===== src/rtl/fetch_buffer_pkg.sv =====
// rtl/fetch_buffer_pkg.sv - shared types and constants for the instruction fetch buffer
package fetch_buffer_pkg;

  localparam int FB_PC_W    = 9;
  localparam int FB_INS_W   = 32;
  localparam int FB_DEPTH   = 4;
  localparam int FB_MAX_OUT = 2;

  typedef struct packed {
    logic [FB_PC_W-1:0]  pc;
    logic [FB_INS_W-1:0] instr;
  } fetch_entry_t;

  typedef enum logic [1:0] {
    IDLE  = 2'd0,
    FETCH = 2'd1,
    DRAIN = 2'd2
  } fetch_state_t;

endpackage


===== src/rtl/fetch_fifo.sv =====
// rtl/fetch_fifo.sv - first-word-fall-through entry store with synchronous clear
module fetch_fifo #(
  parameter int W     = 41,
  parameter int DEPTH = 4
) (
  input  logic                     clk,
  input  logic                     reset,
  input  logic                     clear,
  input  logic                     push,
  input  logic [W-1:0]             din,
  input  logic                     pop,
  output logic [W-1:0]             dout,
  output logic [$clog2(DEPTH):0]   count
);

  localparam int AW = $clog2(DEPTH);
  localparam int CW = AW + 1;

  logic [W-1:0]  mem [DEPTH];
  logic [AW-1:0] rd_ptr;
  logic [AW-1:0] wr_ptr;

  always_ff @(posedge clk or negedge reset) begin
    if (!reset) begin
      rd_ptr <= '0;
      wr_ptr <= '0;
      count  <= '0;
    end else if (clear) begin
      rd_ptr <= '0;
      wr_ptr <= '0;
      count  <= '0;
    end else begin
      if (push) wr_ptr <= wr_ptr + 1'b1;
      if (pop)  rd_ptr <= rd_ptr + 1'b1;
      count <= count + CW'(push) - CW'(pop);
    end
  end

  always_ff @(posedge clk) begin
    if (push && !clear) mem[wr_ptr] <= din;
  end

  assign dout = mem[rd_ptr];

endmodule


===== src/rtl/fetch_buffer.sv =====
// rtl/fetch_buffer.sv - credit-limited instruction prefetch with redirect flush and stale-response drain
module fetch_buffer
  import fetch_buffer_pkg::*;
#(
  parameter int PC_W    = FB_PC_W,
  parameter int INS_W   = FB_INS_W,
  parameter int DEPTH   = FB_DEPTH,
  parameter int MAX_OUT = FB_MAX_OUT
) (
  input  logic             clk,
  input  logic             reset,
  output logic             imem_req,
  output logic [PC_W-1:0]  imem_addr,
  input  logic             imem_gnt,
  input  logic             imem_rvalid,
  input  logic [INS_W-1:0] imem_rdata,
  input  logic             redirect,
  input  logic [PC_W-1:0]  redirect_pc,
  output logic             out_valid,
  output logic [PC_W-1:0]  out_pc,
  output logic [INS_W-1:0] out_instr,
  input  logic             out_ready
);

  localparam int CW = $clog2(DEPTH) + 1;
  localparam int OW = $clog2(MAX_OUT + 1);
  localparam int SW = ((CW > OW) ? CW : OW) + 1;

  fetch_state_t state, next_state;
  logic [PC_W-1:0]       fetch_pc, resp_pc;
  logic [OW-1:0]         outstanding, outstanding_next;
  logic [OW-1:0]         stale, stale_next;
  logic [CW-1:0]         count;
  logic [PC_W+INS_W-1:0] head;
  logic flush, grant, rsp, push, pop, credit_ok;

  assign flush            = redirect && (state != IDLE);
  assign grant            = imem_req && imem_gnt;
  // responses seen in IDLE belong to requests abandoned by reset
  assign rsp              = imem_rvalid && (state != IDLE) && (outstanding != '0);
  assign outstanding_next = outstanding + OW'(grant) - OW'(rsp);
  assign push             = rsp && !flush && (stale == '0);
  assign out_valid        = (count != '0);
  assign pop              = out_valid && out_ready && !redirect;
  assign credit_ok        = (outstanding < OW'(MAX_OUT)) &&
                            ((SW'(count) + SW'(outstanding)) < SW'(DEPTH));

  // stale is recomputed from scratch on every flush so a redirect in DRAIN never accumulates
  always_comb begin
    stale_next = stale;
    if (flush)                      stale_next = outstanding_next;
    else if (rsp && stale != '0)    stale_next = stale - 1'b1;
  end

  always_ff @(posedge clk or negedge reset) begin
    if (!reset) state <= IDLE;
    else        state <= next_state;
  end

  always_comb begin
    next_state = state;
    unique case (state)
      IDLE:    next_state = FETCH;
      FETCH:   if (flush && stale_next != '0) next_state = DRAIN;
      DRAIN:   if (stale_next == '0) next_state = FETCH;
      default: next_state = IDLE;
    endcase
  end

  always_comb begin
    imem_req = 1'b0;
    if (state == FETCH && !redirect && credit_ok) imem_req = 1'b1;
  end

  assign imem_addr = fetch_pc;

  always_ff @(posedge clk or negedge reset) begin
    if (!reset) begin
      fetch_pc    <= '0;
      resp_pc     <= '0;
      outstanding <= '0;
      stale       <= '0;
    end else begin
      outstanding <= outstanding_next;
      stale       <= stale_next;
      if (flush) begin
        fetch_pc <= redirect_pc;
        resp_pc  <= redirect_pc;
      end else begin
        if (grant) fetch_pc <= fetch_pc + PC_W'(4);
        if (push)  resp_pc  <= resp_pc + PC_W'(4);
      end
    end
  end

  fetch_fifo #(.W(PC_W + INS_W), .DEPTH(DEPTH)) u_fifo (
    .clk   (clk),
    .reset (reset),
    .clear (flush),
    .push  (push),
    .din   ({resp_pc, imem_rdata}),
    .pop   (pop),
    .dout  (head),
    .count (count)
  );

  assign out_pc    = out_valid ? head[PC_W+INS_W-1:INS_W] : '0;
  assign out_instr = out_valid ? head[INS_W-1:0]          : '0;

endmodule


===== config.mk =====
export PLATFORM = sky130hd
export DESIGN_NAME = fetch_buffer
export DESIGN_NICKNAME = d
export VERILOG_FILES = /design/src/rtl/fetch_buffer_pkg.sv /design/src/rtl/fetch_fifo.sv /design/src/rtl/fetch_buffer.sv
export SDC_FILE = /design/constraint.sdc
export NUM_CORES = 1
export LEC_CHECK = 0
export BUFFER_PORTS_ARGS = -buffer_cell sky130_fd_sc_hd__buf_2
export CORE_MARGIN = 1.5
export CORE_UTILIZATION = 35
export CTS_BUF_LIST = sky130_fd_sc_hd__clkbuf_16
export DETAILED_ROUTE_END_ITERATION = 10
export PLACE_DENSITY_LB_ADDON = 0.08
export SYNTH_ARGS = -nofsm -noshare
export SYNTH_HDL_FRONTEND = slang
export SYNTH_SLANG_ARGS = --single-unit

===== constraint.sdc =====
create_clock -name clk -period 2.8 [get_ports clk]
set_input_delay 0.14 -clock clk [delete_from_list [all_inputs] [get_ports clk]]
set_output_delay 0.14 -clock clk [all_outputs]
set_load 0.05 [all_outputs]

Word-level counts from Yosys, hierarchy flattened
Memory sizes are Yosys's and may differ from the RTL's.
Cells that the tools add are included.
{ "classes": {"n_addsub": 10, "n_mul": 0, "n_div": 0, "order_cmp": 2, "n_eq_ne": 4, "shift": 0, "muxes": 19, "bitwise_logic": 0, "n_reduce_logical": 28} }
{ "ops": {"columns": ["operator", "count"], "rows": [
  ["9-bit 2-to-1 mux", 5],
  ["32-bit 2-to-1 mux", 1],
  ["9-bit by 3-bit adder with 9-bit output, second input constant", 2],
  ["2-bit 2-to-1 mux", 8],
  ["1-bit logical AND", 14],
  ["2-bit nonzero test", 7],
  ["2-bit logical NOT", 3],
  ["2-bit case mux with 3 select lines", 1],
  ["2-bit by 1-bit adder with 2-bit output, second input constant", 2],
  ["3-bit by 2-bit adder with 4-bit output", 1],
  ["4-bit by 3-bit < comparator with 1-bit output, second input constant", 1],
  ["2-bit inequality test, second input constant", 2],
  ["3-bit by 1-bit adder with 3-bit output", 1],
  ["1-bit 2-to-1 mux", 3],
  ["3-bit 2-to-1 mux", 1],
  ["3-bit nonzero test", 1],
  ["3-bit by 1-bit subtractor with 3-bit output", 1],
  ["2-bit by 1-bit adder with 2-bit output", 1],
  ["2-bit by 1-bit equality test with 1-bit output, second input constant", 1],
  ["2-bit equality test, second input constant", 1],
  ["1-bit logical NOT", 2],
  ["2-bit < comparator, second input constant", 1],
  ["2-bit AND reduction", 1],
  ["2-bit by 1-bit subtractor with 2-bit output", 1],
  ["2-bit by 1-bit subtractor with 2-bit output, second input constant", 1]
]} }
{ "word_totals": {"ff_bits": 31, "latchBits": 0, "mem_bits_rw": 164, "mem_bits_ro": 0, "in_bits": 47, "out_inout_bits": 52, "elab_cells": 72, "mem_count": 1} }
{ "mem_list": {"columns": ["memory", "depth", "width", "read_ports", "rd_ports_with_merged_regs", "write_ports", "line_no", "text"], "rows": [
  ["u_fifo.mem", 4, 41, 1, 0, 1, "fetch_fifo.sv:19", "logic [W-1:0] mem [DEPTH];"]
]} }

Depth between registers and ports, before layout
Gate-level depths: netlist of the first run.
{ "depth": {"ltp_word": 13, "depth_mapped": 11, "ltp_nobuf": 10} }

Modules after synthesis
From an unflattened synthesis of the first run, not the netlist that was laid out.
{ "hier_totals": {"hier_cells": 438, "hier_area_um2": 7951.4} }
{ "by_module_without_submodules": {"columns": ["mod", "n_inst", "cells_each", "area_each_um2", "seq_area_each_um2"], "rows": [
  ["fetch_fifo", 1, 252, 6396.1, 5099.9],
  ["fetch_buffer", 1, 186, 1555.2, 550.5]
]} }

Worst setup path before layout of the first run
No wires, ideal clock.
{ "synth_path": {"path_type": "reg-to-reg", "startpoint": "register stale[0]", "endpoint": "memory u_fifo.mem[0][0], enable pin", "setup_time_ns": 0.402, "arrival_ns": 2.202, "required_time_ns": 2.398, "slack_ns": 0.196, "stages_incl_launch_ff": 7, "n_path_buf": 1, "synth_period_minus_slack_ns": 2.604, "cell_sequence": "dfrtp_1 inv_1 ha_1 clkbuf_1 nand2_1 nor2_1 and2_1"} }
{ "synth_via": {"elab_chain_cells": 5} }
{ "synth_lines": {"columns": ["element", "line_no", "text"], "rows": [
  ["start, declared", "fetch_buffer.sv:32", "logic [OW-1:0] stale, stale_next;"],
  ["start signal, assigned", "fetch_buffer.sv:85", "stale <= stale_next;"],
  ["2-bit logical NOT", "fetch_buffer.sv:42", "assign push = rsp && !flush && (stale == '0);"],
  ["1-bit logical AND", "fetch_buffer.sv:42", null],
  ["1-bit logical AND", "fetch_fifo.sv:40", "if (push && !clear) mem[wr_ptr] <= din;"],
  ["1-bit 2-to-1 mux", "fetch_fifo.sv:40", null],
  ["1-bit 2-to-1 mux (not written as such)", "fetch_fifo.sv:40", null],
  ["end, declared", "fetch_fifo.sv:19", null]
]} }
No other way between the ends.

Worst setup path in the final report of the first run
{ "layout_path": {"startpoint": "register u_fifo.count[2]", "endpoint": "register u_fifo.count[2]"} }
{ "layout_via": {"elab_chain_cells": 5, "word_cells_on_any_way": 6, "cone_classes": "2 x add/sub; 1 x mux; 3 x reduce/logical"} }
{ "layout_lines": {"columns": ["element", "line_no", "text"], "rows": [
  ["start, declared", "fetch_fifo.sv:13", "output logic [$clog2(DEPTH):0] count"],
  ["start signal, assigned", "fetch_fifo.sv:35", "count <= count + CW'(push) - CW'(pop);"],
  ["parallel branches: the longest is 3 deep, another holds 3-bit by 1-bit adder with 3-bit output", null, null],
  ["3-bit by 1-bit subtractor with 3-bit output *", "fetch_fifo.sv:35", null],
  ["3-bit 2-to-1 mux *", "fetch_fifo.sv:28", "end else if (clear) begin"]
]} }
Mark *: on every way between the ends.
A chain may end at the register's enable or synchronous reset.

==> metrics.md, run 1 <==
| Metric | Value |
|---|---|
| Die H | 153 um |
| RSZ-0062 raised after global routing | no |
| Most frequent cells in the layout | edfxtp_1, buf_2, and2_1, mux4_2, dlygate4sd3_1 |
| Drc violations | 0 |
| WHS Path Cells | 3 |
| Fin. Hold Viols | 0 |
| DRT iter0 DRCs | 163 |
| Crit Path Category | register to register |
| Clk_lat worst skew | 0.42 ns |
| First-pass GRT wire length | 25400 um |
| Drt wl/cell | 18.1 um |
| GRT overflow | 0 |
| Tot GR Track Use | 14.3% |
| Status | finished, final reports clean |
| CTS sink count | 193 |
| Clock slew at reported path FFs | 0.07 ns |
| Final period util | 90.3% |
| Largest net degree at the start of global routing | 44 |
| Drt pass-1 iters | 5 |
| Placed cell areas | 8760 sq um |
| Synth warnings | 0 |
| HP Start | redirect_pc[7] |
| Worst slew pin tran | 0.692 ns |
| Worst r2r path cells | 9 |
| # fillers | 1963 |
| CTS resizes | 0 |
| Die ar. | 23300 sq um |
| Setup TNS | 0 ns |
| FP Rows | 54 |
| Synth cell types | 43 |
| Max Cap Viol | 0 |
| Synth async-reset ratio | 15.0% |
| Hold Path End | imem_addr[7]$_DFFE_PN0P_ |
| Fraction of layout instances using a drive strength above 1 | 33.2% |
| Core ar. | 21900 sq um |
| Post-CTS setup buffer count | 0 |
| Final setup vio count | 0 |
| CTS Hold Buffers Added | 39 |
| Mapped Cells | 433 |
| Final Net Count | 638 |
| Setup slack, reg-to-reg | 0.27 ns |
| FF-to-FF End | u_fifo.count[2]$_DFF_PN0_ |
| Critical Path Start | u_fifo.count[2]$_DFF_PN0_ |
| Req. time, crit path | 3.09 ns |
| Commonest non-fill, non-tap cell in the layout | edfxtp_1 |
| Initial Utilization | 35.8% |
| CTS tree | built |
| Top_reg_cell synth | edfxtp_1 |
| Fmax | 396 MHz |
| Synthesized cell area | 7850 sq um |
| Clock buffer depth | 2 |
| Initial antenna violation count | 0 |
| Boundary Pins | 99 |
| Fin area | 9710 sq um |
| Max rail drop VDD | 0.000476 V |
| Synthesized Nets | 493 |
| Reg-to-Reg Start | u_fifo.count[2]$_DFF_PN0_ |
| Post-layout min period | 2.53 ns |
| Placer Congestion | 0.779 |
| Mapped Avg Cell Area | 18.1 sq um |
| Register bit count reported by yosys | 193 |
| Die width | 153 um |
| Root buf cell | clkbuf_16 |
| Rel. slew slack | 53.9% |
| Via density per instance | 4.93 |
| WP data arrival | 2.82 ns |
| Leakage | 3.49 nW |
| Area leader, netlist | edfxtp_1 |
| Non-Filler Instances | 871 |
| DP HPWL | 9340 um |
| Placed instance count | 800 |
| CTS buffer count | 17 |
| Post-synthesis sequential area ratio | 72.0% |
| Skew final | 0.00736 ns |
| Synth top area cells | edfxtp_1, mux4_2, dfrtp_1 |
| Final antenna-violating net count | 0 |
| EDFF count, synth | 164 |
| Via count | 4294 |
| Power per cell area | 1050 nW/um^2 |
| PortBufs | 98 |
| Crit path max fanout | 3 |
| Top-area cell type share of the netlist area | 62.8% |
| Slew Limit Fails | 0 |
| Vias in the first global route | 4512 |
| H-tree levels | 4 |
| Final wirelength | 15800 um |
| HP Class | primary input to register |
| Antenna cell count | 0 |
| CP endpoint kind | register |
| Area Growth Syn to Fin | 23.7% |
| Setup crit start kind | register |
-- registers in the layout, indices dropped and copies added, names as in the netlist --
name and flops:
imem_addr 8, u_fifo.mem 164, outstanding 2, u_fifo.count 3, state 2, u_fifo.rd_ptr 2, u_fifo.wr_ptr 2, stale 2
resp_pc 8
-- power by group --
part	leakage [nW]	switching, W	internal, W	total, W
combinational	1.39	0.00279	0.00139	0.00418
clock	0.280	0.00106	0.00124	0.00230
sequential	1.82	0.000293	0.00344	0.00373
total	3.49	0.00415	0.00607	0.0102
-- synth_stat cells, types with 2 or more instances --
cell	n
o31ai_1	4
xor2_1	2
mux2i_1	3
o21ai_0	9
edfxtp_1	164
inv_1	12
and2_1	48
nand3_1	7
a21oi_1	6
clkbuf_1	12
a31o_2	2
buf_2	7
nand2_1	15
nor2_1	14
or3_1	6
a31oi_1	8
ha_1	12
dfrtp_1	29
nand4_1	2
mux4_2	41
buf_4	3
or4_1	3
xnor2_1	3
o311ai_0	2
-- worst max-delay path, cell delays in order (launching register included) --
cell	delay, ns
dfrtp_1	0.43
or3_2	0.50
and3b_1	0.21
ha_1	0.28
inv_1	0.04
ha_1	0.20
fa_1	0.38
xnor2_1	0.18
xnor2_1	0.14
nor2_1	0.05
-- worst max path at each step --
| stage | slack [ns] | endpoint |
|---|---|---|
| finish | 0.27 | u_fifo.count[2]$_DFF_PN0_ |
| floorplan | 0.20 | u_fifo.mem[0][0]$_DFFE_PP_ |
| CTS | 0.27 | u_fifo.count[2]$_DFF_PN0_ |
| global placement | 0.31 | u_fifo.count[2]$_DFF_PN0_ |
| detailed placement | 0.29 | u_fifo.count[2]$_DFF_PN0_ |
| global route | 0.16 | u_fifo.count[2]$_DFF_PN0_ |
-- final cells by class --
type                    count  area (sq um)  area share [%]
inverters                  13          48.8           0.503
clock inverters            15           130            1.34
repair buffers            149          1050            10.8
multi-input cells         204          2050            21.1
well taps                 280           350            3.61
flip-flops and latches    193          5660            58.3
clock buffers              17           425            4.38
-- per-layer routing --
layer	track usage, %	part of all wire (%)
met5	0	0
met4	3.89	1.0
met3	3.38	3.3
met2	22.7	48
met1	19.8	48
-- metrics by stage --
step | hold slack [ns] | power [W] | worst slack (ns) | util (%)
4_1_cts | 0.000332 | 0.0104 | 0.267 | 44.3
3_3_place_gp | 0.231 | 0.00796 | 0.309 | 40.0
6_report | 0.0198 | 0.0102 | 0.272 | 44.3
2_1_floorplan | -0.156 | 0.00692 | 0.196 | -
5_1_grt | 0.0280 | 0.0108 | 0.161 | 44.3
3_5_place_dp | 0.238 | 0.00800 | 0.289 | 40.0
-- cells by family after synthesis --
| group | after synthesis | synth area share [%] |
|---|---|---|
| AND/OR/NAND/NOR | 104 | 7.65 |
| AO/OA/AOI/OAI | 37 | 3.19 |
| multiplexers | 44 | 12.1 |
| XOR/XNOR | 6 | 0.861 |
| buffers and inverters | 36 | 1.98 |
| flip-flops | 193 | 72.0 |
| adder cells (fa/ha/maj) | 13 | 2.17 |
Note: power is estimated with default switching activity, not from simulation.
==> run 2: changes to the inputs <==
--- a/config.mk
+++ b/config.mk
@@ -10,7 +10,9 @@
 export CORE_UTILIZATION = 35
 export CTS_BUF_LIST = sky130_fd_sc_hd__clkbuf_16
 export DETAILED_ROUTE_END_ITERATION = 10
+export GPL_TIMING_DRIVEN = 0
 export PLACE_DENSITY_LB_ADDON = 0.08
 export SYNTH_ARGS = -nofsm -noshare
 export SYNTH_HDL_FRONTEND = slang
+export SYNTH_HIERARCHICAL = 1
 export SYNTH_SLANG_ARGS = --single-unit
==> run 2 against run 1 <==
Global-route usage increased by 0.12 points. Flip-flop and latch count unchanged. Sequential power decreased by 1%. Utilization increased by 0.36 points. Final cell count increased by 2.8%. Fmax decreased by 3.1%. Critical path type unchanged. Critical endpoint is now u_fifo/count[2]$_DFF_PN0_. Largest cell class unchanged. Largest power group unchanged.
==> metrics.md, run 2 <==
| Metric | Value |
|---|---|
| Synth cell types | 52 |
| Clk_lat worst skew | 0.43 ns |
| Synthesized cell area | 7950 sq um |
| Core ar. | 22000 sq um |
| Clock buffer depth | 2 |
| Max rail drop VDD | 0.000473 V |
| Routed wl met2 | 8240 um |
| CTS sink count | 193 |
| Fin. Hold Viols | 0 |
| Mapped Avg Cell Area | 18.2 sq um |
| Crit Path Category | register to register |
| Slew Limit Fails | 0 |
| Setup TNS | 0 ns |
| Mapped Cells | 438 |
| Top-area cell type share of the netlist area | 61.9% |
| Die ar. | 23600 sq um |
| Die width | 154 um |
| Rel. slew slack | 53.4% |
| Largest net degree at the start of global routing | 31 |
| Final period util | 93.2% |
| Power per cell area | 1010 nW/um^2 |
| Top-count cell post-synth | edfxtp_1 |
| Max FFs per register | 164 |
| Hold WS | 0.0202 ns |
| Metal1 wirelength | 7000 um |
| Fmax | 383 MHz |
| Via density per instance | 4.83 |
| WHS Path Cells | 3 |
| Drc violations | 0 |
| # fillers | 1976 |
| Synthesized Nets | 498 |
| Post-layout min period | 2.61 ns |
| Crit path max fanout | 10 |
| Worst r2r path cells | 11 |
| Req. time, crit path | 3.10 ns |
| Register bit count reported by yosys | 193 |
| Boundary Pins | 99 |
| Synth top cells by count | edfxtp_1, nor2b_1, mux4_2 |
| Skew final | 0.00816 ns |
| Post-synthesis sequential area ratio | 71.1% |
| Met3 WL post-DR | 657 um |
| Vias in the first global route | 4622 |
| Area leader, netlist | edfxtp_1 |
| Pre-CTS WS | -0.665 ns |
| Worst slew pin tran | 0.698 ns |
| Synth warnings | 6 |
| Die H | 154 um |
| Final worst slack | 0.190 ns |
| Max Cap Viol | 0 |
| Initial antenna violation count | 1 |
| CTS tree | built |
| First-pass GRT wire length | 25100 um |
| HP Start | redirect_pc[3] |
| Final wirelength | 16000 um |
| Initial Utilization | 36.1% |
| DR top layer | met4 |
| HP Class | primary input to register |
| Final antenna-violating net count | 0 |
| Leakage | 3.54 nW |
| DP HPWL | 10200 um |
| Post-layout util | 44.7% |
| Most frequent cells in the layout | edfxtp_1, buf_2, nor2b_1, dlygate4sd3_1, mux4_2 |
| Commonest non-fill, non-tap cell in the layout | edfxtp_1 |
| Drt pass-1 iters | 6 |
| Critical Path Start | state[0]$_DFFE_PN0P_ |
| Fraction of layout instances using a drive strength above 1 | 31.6% |
| Final setup vio count | 0 |
| Synth top area cells | edfxtp_1, mux4_2, dfrtp_1 |
| Root buf cell | clkbuf_16 |
| Placer Congestion | 0.746 |
| Status | finished, final reports clean |
| Drt wl/cell | 17.9 um |
| PortBufs | 98 |
| Setup crit start kind | register |
| Via count | 4319 |
| Final Net Count | 662 |
| Synth async-reset ratio | 15.0% |
| WP data arrival | 2.91 ns |
| RSZ-0062 raised after global routing | yes |
| Clock slew at reported path FFs | 0.07 ns |
| H-tree levels | 4 |
| CP endpoint kind | register |
| Area Growth Syn to Fin | 23.9% |
| Tot GR Track Use | 14.4% |
| Most flop-heavy register | u_fifo/mem |
| EDFF count, synth | 164 |
| Reg-to-Reg Start | state[0]$_DFFE_PN0P_ |
| CTS buffer count | 17 |
| FP Rows | 54 |
| GRT overflow | 0 |
| DRT iter0 DRCs | 205 |
| Top_reg_cell synth | edfxtp_1 |
run 2: cell types whose count changed after synthesis, sizes merged, moves of 5 or more:
cell / delta
xnor2: +6
nor2: +5
a31oi: -5
and2: -44
nor2b: +43
run 2: final cells by class:
| type | count | area [sq um] | share of cell area (%) |
|---|---|---|---|
| antenna | 1 | 2.50 | 0.0254 |
| timing repair buffer | 145 | 996 | 10.1 |
| multi-input combinational | 208 | 2090 | 21.2 |
| clock buffer | 17 | 425 | 4.32 |
| inverter | 16 | 65.1 | 0.661 |
| clock inverter | 14 | 96.3 | 0.978 |
| sequential | 193 | 5650 | 57.4 |
| buffer | 21 | 173 | 1.75 |
| tap | 280 | 350 | 3.56 |
run 2: logic make-up (layout without fill, tap and decap cells):
group                      after synthesis  after routing  synth area share (%)
DFF                                    193            193                  71.1
and+or+nand+nor                        111            111                  7.74
muxes                                   43             43                  12.1
buffers and inverters                   37            213                  2.97
AOI/OAI and AO/OA                       30             30                  2.46
adders and majority gates               13             13                  2.14
xor gates and xnor gates                11             11                  1.57
other                                    0              1                     0
run 2: worst max-delay path, cell delays in order (launching register included):
cell      delay (ns)
dfrtp_1         0.45
o221ai_1        0.19
clkbuf_1        0.27
nor2_2          0.35
inv_1           0.08
ha_1            0.30
inv_1           0.06
ha_1            0.13
inv_1           0.05
fa_1            0.36
xnor3_1         0.21
nor2_1          0.04
run 2: worst paths after layout:
path / slack (ns) / endpoint
max in group asynchronous: 2.05 / u_fifo/rd_ptr[0]$_DFFE_PN0P_
worst max-delay path: 0.19 / u_fifo/count[2]$_DFF_PN0_
worst max register to register: 0.19 / u_fifo/count[2]$_DFF_PN0_
min in group asynchronous: 0.29 / imem_addr[6]$_DFFE_PN0P_
worst min-delay path: 0.02 / imem_addr[3]$_DFFE_PN0P_
worst min register to register: 0.58 / u_fifo/mem[0][40]$_DFFE_PP_
run 2: timing repair:
action / CTS / global route
gates resized for setup: 5 / 3
hold endpoints to repair: 170 / 0
setup buffers: 0 / 2
pin swaps: 0 / 1
hold buffers: 41 / 0
setup endpoints to repair: 67 / 115
run 2: metal layers:
metal	up-vias	track usage (%)
li1	2020	-
met1	2187	17.4
met2	98	25.1
met3	14	4.11
met4	0	4.02
met5	-	0
run 2: through the flow:
stage / instances / power [W] / cell area (sq um)
6_report: 895 / 0.00994 / 9850
2_1_floorplan: 438 / 0.00681 / 7950
3_3_place_gp: 816 / 0.00776 / 8790
5_1_grt: 895 / 0.0105 / 9850
3_5_place_dp: 820 / 0.00781 / 8880
4_1_cts: 892 / 0.0101 / 9830
run 2: report_power, final:
part	switching [W]	leakage [nW]	internal (W)	total, W
logic	0.00273	1.47	0.00137	0.00410
clock network	0.00102	0.257	0.00113	0.00215
registers	0.000277	1.82	0.00342	0.00369
total	0.00403	3.54	0.00591	0.00994
==> run 3: changes to the inputs <==
--- a/config.mk
+++ b/config.mk
@@ -12,6 +12,7 @@
 export DETAILED_ROUTE_END_ITERATION = 10
 export GPL_TIMING_DRIVEN = 0
 export PLACE_DENSITY_LB_ADDON = 0.08
+export RECOVER_POWER = 25
 export SYNTH_ARGS = -nofsm -noshare
 export SYNTH_HDL_FRONTEND = slang
 export SYNTH_HIERARCHICAL = 1
==> constraint.sdc (replaced) <==
create_clock -name clk -period 3.1 [get_ports clk]
set_input_delay 0.155 -clock clk [delete_from_list [all_inputs] [get_ports clk]]
set_output_delay 0.155 -clock clk [all_outputs]
set_load 0.05 [all_outputs]
==> run 3 against run 2 <==
Flip-flop and latch count did not move. Register-to-register slack improved by 0.09 ns. Sequential power fell by 9.5%. Largest cell class unchanged. Largest power group unchanged.
==> metrics.md, run 3 (synthesized netlist as in run 2, its figures left out) <==
| Metric | Value |
|---|---|
| H-tree levels | 4 |
| Max Cap Viol | 0 |
| Slew Limit Fails | 0 |
| Drt wl/cell | 17.9 um |
| Die H | 154 um |
| Placed cell areas | 8880 sq um |
| Die ar. | 23600 sq um |
| Req. time, crit path | 3.40 ns |
| Final Net Count | 660 |
| PortBufs | 98 |
| Largest net degree at the start of global routing | 31 |
| GRT overflow | 0 |
| RSZ-0062 raised after global routing | no |
| Worst slew pin tran | 0.705 ns |
| CTS tree | built |
| Fraction of layout instances using a drive strength above 1 | 26.3% |
| Drt pass-1 iters | 4 |
| Max rail drop VDD | 0.000414 V |
| FF-to-FF End | u_fifo/count[2]$_DFF_PN0_ |
| CTS sink count | 193 |
| Setup slack, reg-to-reg | 0.28 ns |
| Post-layout util | 44.4% |
| Core ar. | 22000 sq um |
| CTS buffer count | 17 |
| Post-layout min period | 2.82 ns |
| Fmax | 354 MHz |
| First-pass GRT wire length | 25100 um |
| Commonest non-fill, non-tap cell in the layout | edfxtp_1 |
| Reg-to-Reg Start | u_fifo/count[1]$_DFF_PN0_ |
| Die width | 154 um |
| WHS Path Cells | 3 |
| Final worst slack | 0.278 ns |
| HP Class | primary input to register |
| DP HPWL | 10200 um |
| Final antenna-violating net count | 0 |
| DRT iter0 DRCs | 216 |
| Via count | 4328 |
| Max FFs per register | 164 |
| CP endpoint kind | register |
| Tot GR Track Use | 14.4% |
| Clock buffer depth | 2 |
| Pre-CTS WS | -0.365 ns |
| Final wirelength | 16000 um |
| Rel. slew slack | 52.9% |
| Total power | 0.00894 W |
| HP Start | redirect_pc[3] |
| Hold WS | 0.0348 ns |
| Power per cell area | 913 nW/um^2 |
| Crit path max fanout | 10 |
| Status | finished, final reports clean |
| Via density per instance | 4.85 |
| Drc violations | 0 |
| Clk_lat worst skew | 0.43 ns |
| Clock slew at reported path FFs | 0.06 ns |
| Initial antenna violation count | 1 |
| Skew final | 0.00910 ns |
| Most flop-heavy register | u_fifo/mem |
| Post-CTS setup buffer count | 0 |
| Crit Path Category | register to register |
| Final period util | 91.0% |
| Hold Path End | imem_addr[3]$_DFFE_PN0P_ |
| Leakage | 3.45 nW |
| Area Growth Syn to Fin | 23.1% |
| Most frequent cells in the layout | edfxtp_1, buf_2, nor2b_1, dlygate4sd3_1, mux4_2 |
| Root buf cell | clkbuf_16 |
| WP data arrival | 3.12 ns |
| Boundary Pins | 99 |
| Vias in the first global route | 4623 |
| Fin. Hold Viols | 0 |
| Worst r2r path cells | 10 |
| Initial Utilization | 36.1% |
| Final setup vio count | 0 |
| Placer Congestion | 0.746 |
| # fillers | 1982 |
| Setup crit start kind | register |
| Fin area | 9790 sq um |
| FP Rows | 54 |
-- run 3: critical path: stages (launching register included) --
cell	delay, ns
dfrtp_1	0.49
nor3_4	0.12
clkbuf_2	0.24
nor3b_1	0.63
ha_1	0.36
inv_1	0.06
ha_1	0.13
inv_1	0.05
fa_1	0.36
xnor3_1	0.21
nor2_1	0.04
-- run 3: per-layer routing --
metal	track usage (%)	routed length, um	vias up
met4	4.02	138	0
met5	0	0	-
met1	17.4	6990	2201
met2	25.1	8200	98
li1	-	-	2017
met3	4.11	636	12
-- run 3: power by group --
group	internal, W	leakage, nW	switching (W)
clock network	0.00102	0.257	0.000924
logic	0.00121	1.37	0.00245
registers	0.00309	1.82	0.000250
total	0.00531	3.45	0.00363
-- run 3: stage by stage --
stage / instances / TNS (ns)
2_1_floorplan: 438 / 0
3_3_place_gp: 816 / -147.14
3_5_place_dp: 820 / -0.637
4_1_cts: 892 / 0
5_1_grt: 893 / 0
6_report: 893 / 0
-- run 3: repair_timing --
action / 4_1_cts / 5_1_grt
hold buffers: 41 / 0
gates resized for setup: 2 / 2
endpoints found under the setup margin: 2 / 1
hold endpoints to repair: 166 / 0
-- run 3: cell type report --
class | instances | area [sq um] | area share (%)
Clock buffer | 17 | 425 | 4.35
Multi-Input combinational cell | 208 | 2080 | 21.3
Timing Repair Buffer | 143 | 946 | 9.66
Antenna cell | 1 | 2.50 | 0.0256
Buffer | 21 | 173 | 1.76
Sequential cell | 193 | 5650 | 57.7
Inverter | 16 | 65.1 | 0.665
Clock inverter | 14 | 96.3 | 0.984
Tap cell | 280 | 350 | 3.58
-- run 3: how the worst max path moves through the flow --
stage,start,end,depth (start not counted)
floorplan,stale[0]$_DFF_PN0_,u_fifo/mem[0][0]$_DFFE_PP_,6
global placement,state[0]$_DFFE_PN0P_,u_fifo/mem[0][20]$_DFFE_PP_,5
detailed placement,u_fifo/count[1]$_DFF_PN0_,u_fifo/count[2]$_DFF_PN0_,10
CTS,u_fifo/count[1]$_DFF_PN0_,u_fifo/count[2]$_DFF_PN0_,10
global route,state[0]$_DFFE_PN0P_,u_fifo/mem[0][12]$_DFFE_PP_,6
finish,u_fifo/count[1]$_DFF_PN0_,u_fifo/count[2]$_DFF_PN0_,10
